`src/rtl/video_capture.sv`:
```
// Video capture front end: measures line/frame timing from the syncs, locks onto
// stable timing and emits a registered pixel write stream for the visible area.
module video_capture #(
    parameter int LOCK_FRAMES = 2
) (
    input  logic        clk,
    input  logic        reset_n,
    input  logic        ce,
    input  logic        sync_h,
    input  logic        sync_v,
    input  logic        blank,
    input  logic [4:0]  r,
    input  logic [4:0]  g,
    input  logic [4:0]  b,
    output logic        pix_we,
    output logic [8:0]  pix_x,
    output logic [7:0]  pix_y,
    output logic [14:0] pix_rgb,
    output logic [9:0]  line_len,
    output logic [9:0]  frame_lines,
    output logic        pal_detect,
    output logic        locked,
    output logic        frame_start
);
    localparam int            LW       = (LOCK_FRAMES < 1) ? 1 : $clog2(LOCK_FRAMES + 1);
    localparam logic [LW-1:0] LOCK_MAX = LW'(LOCK_FRAMES);
    localparam logic [LW-1:0] LOCK_ONE = LW'(1);

    logic          h_prev, v_prev, blank_prev, v_seen;
    logic [9:0]    h_cnt, v_cnt;
    logic [8:0]    x_cnt;
    logic [7:0]    y_cnt;
    logic [LW-1:0] lock_cnt;

    logic       h_rise, v_rise, b_rise, b_fall, fl_load, x_past;
    logic       lock_clr, lock_inc, wr;
    logic [9:0] h_nxt, v_nxt, len_new, fl_new;
    logic [8:0] x_nxt;
    logic [7:0] y_nxt;

    // Next-state values for the current sample; only committed when ce=1.
    always_comb begin
        h_rise   = sync_h & ~h_prev;
        v_rise   = sync_v & ~v_prev;
        b_rise   = blank & ~blank_prev;
        b_fall   = ~blank & blank_prev;
        h_nxt    = h_rise ? 10'd0 : ((&h_cnt) ? h_cnt : h_cnt + 10'd1);
        len_new  = h_cnt + 10'd1;
        v_nxt    = v_rise ? 10'd0 : ((h_rise && !(&v_cnt)) ? v_cnt + 10'd1 : v_cnt);
        fl_new   = v_cnt + 10'd1;
        fl_load  = v_rise & v_seen;
        x_nxt    = b_fall ? 9'd0 : ((!blank && !(&x_cnt)) ? x_cnt + 9'd1 : x_cnt);
        // x_cnt already at 511 before this sample means the pixel lies beyond x=511
        x_past   = !b_fall && (&x_cnt);
        y_nxt    = v_rise ? 8'd0 : ((b_rise && !(&y_cnt)) ? y_cnt + 8'd1 : y_cnt);
        lock_clr = (fl_load && fl_new != frame_lines) ||
                   (h_rise && len_new != line_len) || (&h_nxt);
        lock_inc = fl_load && fl_new == frame_lines && lock_cnt != LOCK_MAX;
        wr       = ~blank & locked & (y_nxt < 8'd240) & ~x_past;
    end

    always_ff @(posedge clk or negedge reset_n) begin
        if (!reset_n) begin
            h_prev      <= 1'b0;
            v_prev      <= 1'b0;
            blank_prev  <= 1'b0;
            v_seen      <= 1'b0;
            h_cnt       <= '0;
            v_cnt       <= '0;
            x_cnt       <= '0;
            y_cnt       <= '0;
            lock_cnt    <= '0;
            line_len    <= '0;
            frame_lines <= '0;
            pal_detect  <= 1'b0;
            frame_start <= 1'b0;
            pix_we      <= 1'b0;
            pix_x       <= '0;
            pix_y       <= '0;
            pix_rgb     <= '0;
        end else begin
            pix_we      <= 1'b0;
            frame_start <= 1'b0;
            if (ce) begin
                h_prev      <= sync_h;
                v_prev      <= sync_v;
                blank_prev  <= blank;
                h_cnt       <= h_nxt;
                v_cnt       <= v_nxt;
                x_cnt       <= x_nxt;
                y_cnt       <= y_nxt;
                frame_start <= v_rise;
                if (h_rise) line_len <= len_new;
                if (v_rise) v_seen <= 1'b1;
                if (fl_load) begin
                    frame_lines <= fl_new;
                    if (fl_new >= 10'd300 && fl_new <= 10'd320)
                        pal_detect <= 1'b1;
                    else if (fl_new >= 10'd252 && fl_new <= 10'd272)
                        pal_detect <= 1'b0;
                end
                if (lock_clr)
                    lock_cnt <= '0;
                else if (lock_inc)
                    lock_cnt <= lock_cnt + LOCK_ONE;
                if (wr) begin
                    pix_we  <= 1'b1;
                    pix_x   <= x_nxt;
                    pix_y   <= y_nxt;
                    pix_rgb <= {b, g, r};
                end
            end
        end
    end

    assign locked = (lock_cnt == LOCK_MAX);
endmodule

```
`config.mk`:
```
export PLATFORM = sky130hd
export DESIGN_NAME = video_capture
export DESIGN_NICKNAME = d
export VERILOG_FILES = /design/src/rtl/video_capture.sv
export SDC_FILE = /design/constraint.sdc
export NUM_CORES = 1
export LEC_CHECK = 0
export CAP_MARGIN = 20
export CORE_MARGIN = 8
export CORE_UTILIZATION = 30
export DETAILED_ROUTE_END_ITERATION = 6
export PLACE_DENSITY_LB_ADDON = 0.3
export SLEW_MARGIN = 20
export SYNTH_ARGS = -nofsm -noshare
export SYNTH_HDL_FRONTEND = slang
export SYNTH_SLANG_ARGS = --single-unit
export TNS_END_PERCENT = 10
```
`constraint.sdc`:
```
create_clock -name clk -period 4.7 [get_ports clk]
set_input_delay 0.94 -clock clk [delete_from_list [all_inputs] [get_ports clk]]
set_output_delay 0.94 -clock clk [all_outputs]
set_load 0.1 [all_outputs]
```
==> impl_metrics.yaml, run 1 <==
timing:
  setup_viol_count_final: 0
  hold_viol: 0
  fin_crit_ps: 3489
  max_freq_ghz: 0.2866
  whs_ps: 477.3
  tightest_slew_ps: 1018
  timing.final.crit_share_pct: 74.24
  relSlewSlack_pct: 31.95
  slew_violations: 0
  rsz0062_at_grt: "no"
  finalSetupTns_ps: 0
  finalWorstSetupSlack_ps: 1211
  fin_skew_ps: 8.333
synthesis:
  synth_area_leaders: "dfrtp_1 (44%), o21ai_0 (5.5%), nand2_1 (4.9%)"
  yosys.area_share.simple_pct: 17.78
  yosysTopAreaCell: "dfrtp_1"
  synth_compound_area_share_pct: 19.47
  synth_adder_area_share_pct: 1.346
  synth_top_family_by_area: "compound AO/OA/AOI/OAI gates"
  syn_avg_cell_area_um2: 9.161
  synth_edf_count: 0
  ys_ff_latch: 98
  synth_cells: 609
  synth_nets: 636
  yosysMostFrequentCell: "dfrtp_1"
  ys_types: 58
  synth-main-ff-cell: "dfrtp_1"
  synthesis.area_um2: 5579
  muxShareOfSynthArea_pct: 5.988
  synthArstFlopShare_pct: 100.0
  synth_common_cells: "dfrtp_1 (98), nand2_1 (73), o21ai_0 (61), a21oi_1 (36), nor2_1 (34)"
  yosysTopAreaCellShare_pct: 43.96
  yosys_warnings: 0
  synth_xor_area_share_pct: 6.638
  ys_seq_area_share_pct: 43.96
floorplan:
  die_area_um2: 23220
  ios: 77
  die-width_um: 152.4
  placeableCoreArea_um2: 18460
  start_util_pct: 30.23
  fp-row-count: 50
  die_y_um: 152.4
cells_and_area:
  n_fill_cell: 1828
  drive_gt1_share_pct: 7.284
  diodes: 0
  final_core_util_pct: 36.55
  area_delta_synth_final_pct: 20.90
  final_area_um2: 6745
  stdcell_count: 893
  final_nets: 682
min_path:
  whs_endpoint: "pix_x[4]"
  hold_start: "pix_x[4]"
  min_path_cells: 2
  hold_path_class: "reg2reg"
power_and_ir_drop:
  p_comb_share_pct: 29.6
  p_seq_share_pct: 41.6
  powerDensity_nw_per_um2: 360.1
  power.total_mw: 2.429
  p_leak_nw: 2.694
  internal_power_mw: 1.508
  switching_share_pct: 37.91
  p_sw_uw: 920.9
  clockPowerShare_pct: 28.8
  ir_worst_vdd_v: 0.0002681
setup_path:
  endpoint_kind: "flop"
  crit_family: "compound AO/OA/AOI/OAI gates"
  r2r-end: "pix_rgb[5]"
  rrSetupSlack_ps: 1790
  crit_start: "blank"
  worstSetupPathType: "in2reg"
  required_ps: 4940
  path_max_fanout: 25
  r2r-start: "y_cnt[0]"
  slowest_stage: "o21ai_4"
  slowest_delay_ps: 670
  crit_buf_inv: 2
  start_kind: "input port"
  cp_cell_sequence: "clkdlybuf4s50_1 > buf_4 > and2b_1 > a41oi_1 > nor3_1 > o2111ai_2 > o21ai_4 > mux2_2"
  reg2regPathDepth: 7
  arrival_ps: 3730
run:
  max_cap_violations: 0
routing:
  wl_mm: 14.04
  vias: 4701
  drt_iter0_drc: 361
  drt_first_pass_iters: 5
  drcViolationCount: 0
  postRouteAntennaNets: 0
  wl_per_cell_um: 15.72
  vias_per_cell: 5.264
clocking:
  postCtsSetupBuffers: 0
  cts_tree: "built"
  cts_buffers: 9
  clk_latency_ps: 350
  cts.sinks: 98
  clk_path_buf_depth: 2
  cts_resized: 0
  root_buffer: "clkbuf_16"
  clkSlewWorstSetupHoldPaths_ps: 70
  holdBufCountCts: 0
  h-tree-depth: 3
placed_design:
  place_inst: 878
  dpl_cell_area_um2: 6474
  gp_congestion: 0.8846
  place_ws_ps: 843.8
  hpwl_mm: 10.13
  port_buffers: 76
global_routing:
  grt_use_total_pct: 12.21
  grt_start_max_net_pins: 72
  antenna_found_initial: 0
  grt_pass1_vias: 4609
  grt_first_pass_wirelength_mm: 23.69
  grt_remaining_overflow: 0
status:
  status: "finished, final reports clean"
==> worst min-delay path: cells and delay by family (launching register included) <==
kind / cells / cell delay (ps)
AO/OA/AOI/OAI: 1 / 50
flip-flops: 1 / 340
AND/OR/NAND/NOR: 1 / 50
==> routing by layer <==
| metal | routed length, um | vias to the layer above | GRT usage (%) |
|---|---|---|---|
| met3 | 529 | 20 | 2.014 |
| met5 | 0 | - | 0 |
| met4 | 297 | 0 | 5.378 |
| li1 | - | 2269 | - |
| met1 | 6343 | 2302 | 15.51 |
| met2 | 6868 | 110 | 20.11 |
==> power by group through the flow <==
stage	registers [mW]	logic [mW]	clock network, mW
floorplan	1.28	0.268	0
global placement	1.02	0.716	0
detailed placement	1.03	0.724	0
CTS	1.01	0.727	0.730
global route	1.03	0.768	0.760
finish	1.01	0.719	0.700
==> how the worst max path moves through the flow <==
stage	endpoint	slack, ps	cells past startpoint
after floorplan	pix_rgb[10]	2100	7
after global placement	pix_rgb[6]	970	8
after detailed placement	pix_rgb[5]	840	8
after CTS	pix_rgb[5]	1220	8
after global routing	pix_y[1]	1030	10
final	pix_rgb[5]	1210	8
==> final cells by class <==
type / count / area (um^2) / area share [%]
clock buffer: 12 / 246.5 / 3.654
clock inverter: 3 / 25.02 / 0.3710
inverter: 14 / 52.55 / 0.7791
multi-input combinational: 448 / 2858 / 42.37
sequential: 98 / 2452 / 36.36
tap: 234 / 292.8 / 4.341
timing repair buffer: 84 / 818.3 / 12.13
==> kinds of logic after synthesis <==
group                      Yosys count
DFF                                 98
xor gates and xnor gates            39
adders and majority gates            6
AOI/OAI and AO/OA                  167
muxes                               30
and+or+nand+nor                    206
buffers and inverters               63
==> state kept, by name, summed over array words and instances (netlist names), 2 cells and up <==
name	cells
pix_rgb	15
frame_lines	10
h_cnt	10
line_len	10
v_cnt	10
pix_x	9
x_cnt	9
pix_y	8
y_cnt	8
lock_cnt	2
==> cells in the final DEF (no fill, tap or decap), drive strengths merged, types with 3 or more instances in the layout <==
master         Yosys  layout
a21oi             36      36
a22o               3       3
a22oi              4       4
a31o               6       6
a32o               3       3
and3              13      13
and4               3       3
buf               16       9
clkbuf            33      12
clkdlybuf4s50      0      75
dfrtp             98      98
ha                 6       6
inv               14      15
mux2              27      27
mux2i              3       3
nand2             73      73
nand2b            16      16
nand3             22      22
nand4              6       6
nor2              35      35
nor2b              4       4
nor3              18      18
nor4               7       7
o2111ai            5       5
o211ai             7       7
o21a               4       4
o21ai             62      62
o31ai             15      15
o41ai              4       4
or3                4       4
xnor2             25      25
xor2              12      12
Note: power is estimated with default switching activity, not from simulation.
==> run 2, diff against run 1 <==
==> constraint.sdc (replaced) <==
create_clock -name clk -period 3.43 [get_ports clk]
set_input_delay 0.686 -clock clk [delete_from_list [all_inputs] [get_ports clk]]
set_output_delay 0.686 -clock clk [all_outputs]
set_load 0.1 [all_outputs]
==> run 2 against run 1 <==
Via count shrank 1.1%. Register-to-register slack lost 1100 ps. First-iteration DRC count up 6.1%. Final cell count up 0.11%. Clock skew is 2.9 ps lower. Critical path depth unchanged. Design area shrank 0.32%. Sequential power increased by 37%. Total power increased by 41%. Critical path type is now reg2reg. Clock power up 53%. Utilization shrank 0.12 points. Non-clock buffer count did not move.
==> impl_metrics.yaml, run 2 (synthesized netlist as in run 1, its figures left out) <==
status:
  status: "finished, final reports clean"
cells_and_area:
  mostFrequentLayoutCells: "dfrtp_1 (98), nand2_1 (73), o21ai_0 (61)"
  final_area_um2: 6724
  area_delta_synth_final_pct: 20.52
  top_register: "pix_rgb"
  largest_register_ffs: 15
  layout_commonest_cell: "dfrtp_1"
  final_nets: 682
  n_fill_cell: 1822
  final_core_util_pct: 36.43
  drive_gt1_share_pct: 12.88
  diodes: 0
timing:
  slew_violations: 0
  setup_viol_count_final: 0
  fin_crit_ps: 2721
  tightest_slew_ps: 1018
  hold_viol: 0
  relSlewSlack_pct: 31.93
  finalSetupTns_ps: 0
  rsz0062_at_grt: "no"
  max_freq_ghz: 0.3675
  timing.final.crit_share_pct: 79.33
  fin_skew_ps: 5.446
clocking:
  holdBufCountCts: 0
  cts_tree: "built"
  h-tree-depth: 3
  root_buffer: "clkbuf_16"
  cts.sinks: 98
  clk_latency_ps: 350
  clk_path_buf_depth: 2
  clkSlewWorstSetupHoldPaths_ps: 70
  cts_buffers: 9
  cts_resized: 0
  postCtsSetupBuffers: 0
routing:
  drcViolationCount: 0
  vias_per_cell: 5.200
  wl_per_cell_um: 15.69
  postRouteAntennaNets: 0
  drt_first_pass_iters: 7
  drt_iter0_drc: 383
  wl_mm: 14.03
  vias: 4649
run:
  max_cap_violations: 0
global_routing:
  grt_start_max_net_pins: 51
  grt_use_total_pct: 12.38
  grt_pass1_vias: 4671
  grt_remaining_overflow: 0
  antenna_found_initial: 0
  grt_first_pass_wirelength_mm: 23.97
power_and_ir_drop:
  power.total_mw: 3.431
  p_leak_nw: 2.797
  ir_worst_vdd_v: 0.0002849
  powerDensity_nw_per_um2: 510.3
setup_path:
  endpoint_kind: "flop"
  worstSetupPathType: "reg2reg"
  start_kind: "flop"
  required_ps: 3690
  path_max_fanout: 10
  arrival_ps: 2990
floorplan:
  die-width_um: 152.4
  fp-row-count: 50
  die_y_um: 152.4
  die_area_um2: 23220
  placeableCoreArea_um2: 18460
  ios: 77
  start_util_pct: 30.23
placed_design:
  dpl_cell_area_um2: 6411
  gp_congestion: 0.8576
  hpwl_mm: 10.11
  port_buffers: 76
min_path:
  hold_path_class: "in2async"
run 2: final cells by class:
| cell class | instances | area, um^2 | area share (%) |
|---|---|---|---|
| clock inverters | 4 | 56.30 | 0.8374 |
| multi-input cells | 448 | 2858 | 42.50 |
| inverters | 14 | 52.55 | 0.7815 |
| repair buffers | 84 | 755.7 | 11.24 |
| flip-flops and latches | 98 | 2452 | 36.47 |
| well taps | 234 | 292.8 | 4.354 |
| clock buffers | 12 | 256.5 | 3.815 |
run 2: through the flow:
step / std cells / hold WS (ps) / worst slack [ps]
2_1_floorplan: 609 / 390.4 / 1086
3_3_place_gp: 878 / 469.7 / 523.7
3_5_place_dp: 878 / 472.0 / 424.1
4_1_cts: 894 / 386.5 / 728.4
5_1_grt: 894 / 428.1 / 415.7
6_report: 894 / 373.5 / 708.9
run 2: layer usage:
layer  track usage [%]  vias to the layer above  routed length (um)
met2             19.96                      107                6712
met3             2.382                       25                 494
li1                  -                     2268                   -
met5                 0                        -                   0
met1             15.53                     2249                6454
met4             6.378                        0                 369
run 2: final timing paths:
path                       startpoint        endpoint  slack (ps)  cells after the start
max                          v_cnt[0]     lock_cnt[1]         710                      8
min                           reset_n     pix_rgb[12]         370                      1
max reg2reg                  v_cnt[0]     lock_cnt[1]         710                      8
min reg2reg                  pix_y[5]        pix_y[5]         480                      2
max in group asynchronous     reset_n  frame_lines[5]        2350                      2
min in group clk             pix_y[5]        pix_y[5]         480                      2
run 2: critical path, cell delays in order (launching register included):
cell	delay [ps]
dfrtp_1	450
ha_1	420
nand4_1	330
nor2_1	360
xnor2_1	250
o2111ai_1	180
nor4_1	410
o211ai_1	120
o21ai_0	110
run 2: report_power, final:
part / leakage [nW] / total (mW) / switching [mW] / internal (mW)
sequential: 1.33 / 1.38 / 0.132 / 1.25
combinational: 1.31 / 0.976 / 0.689 / 0.288
clock: 0.154 / 1.07 / 0.457 / 0.613
total: 2.80 / 3.43 / 1.28 / 2.15
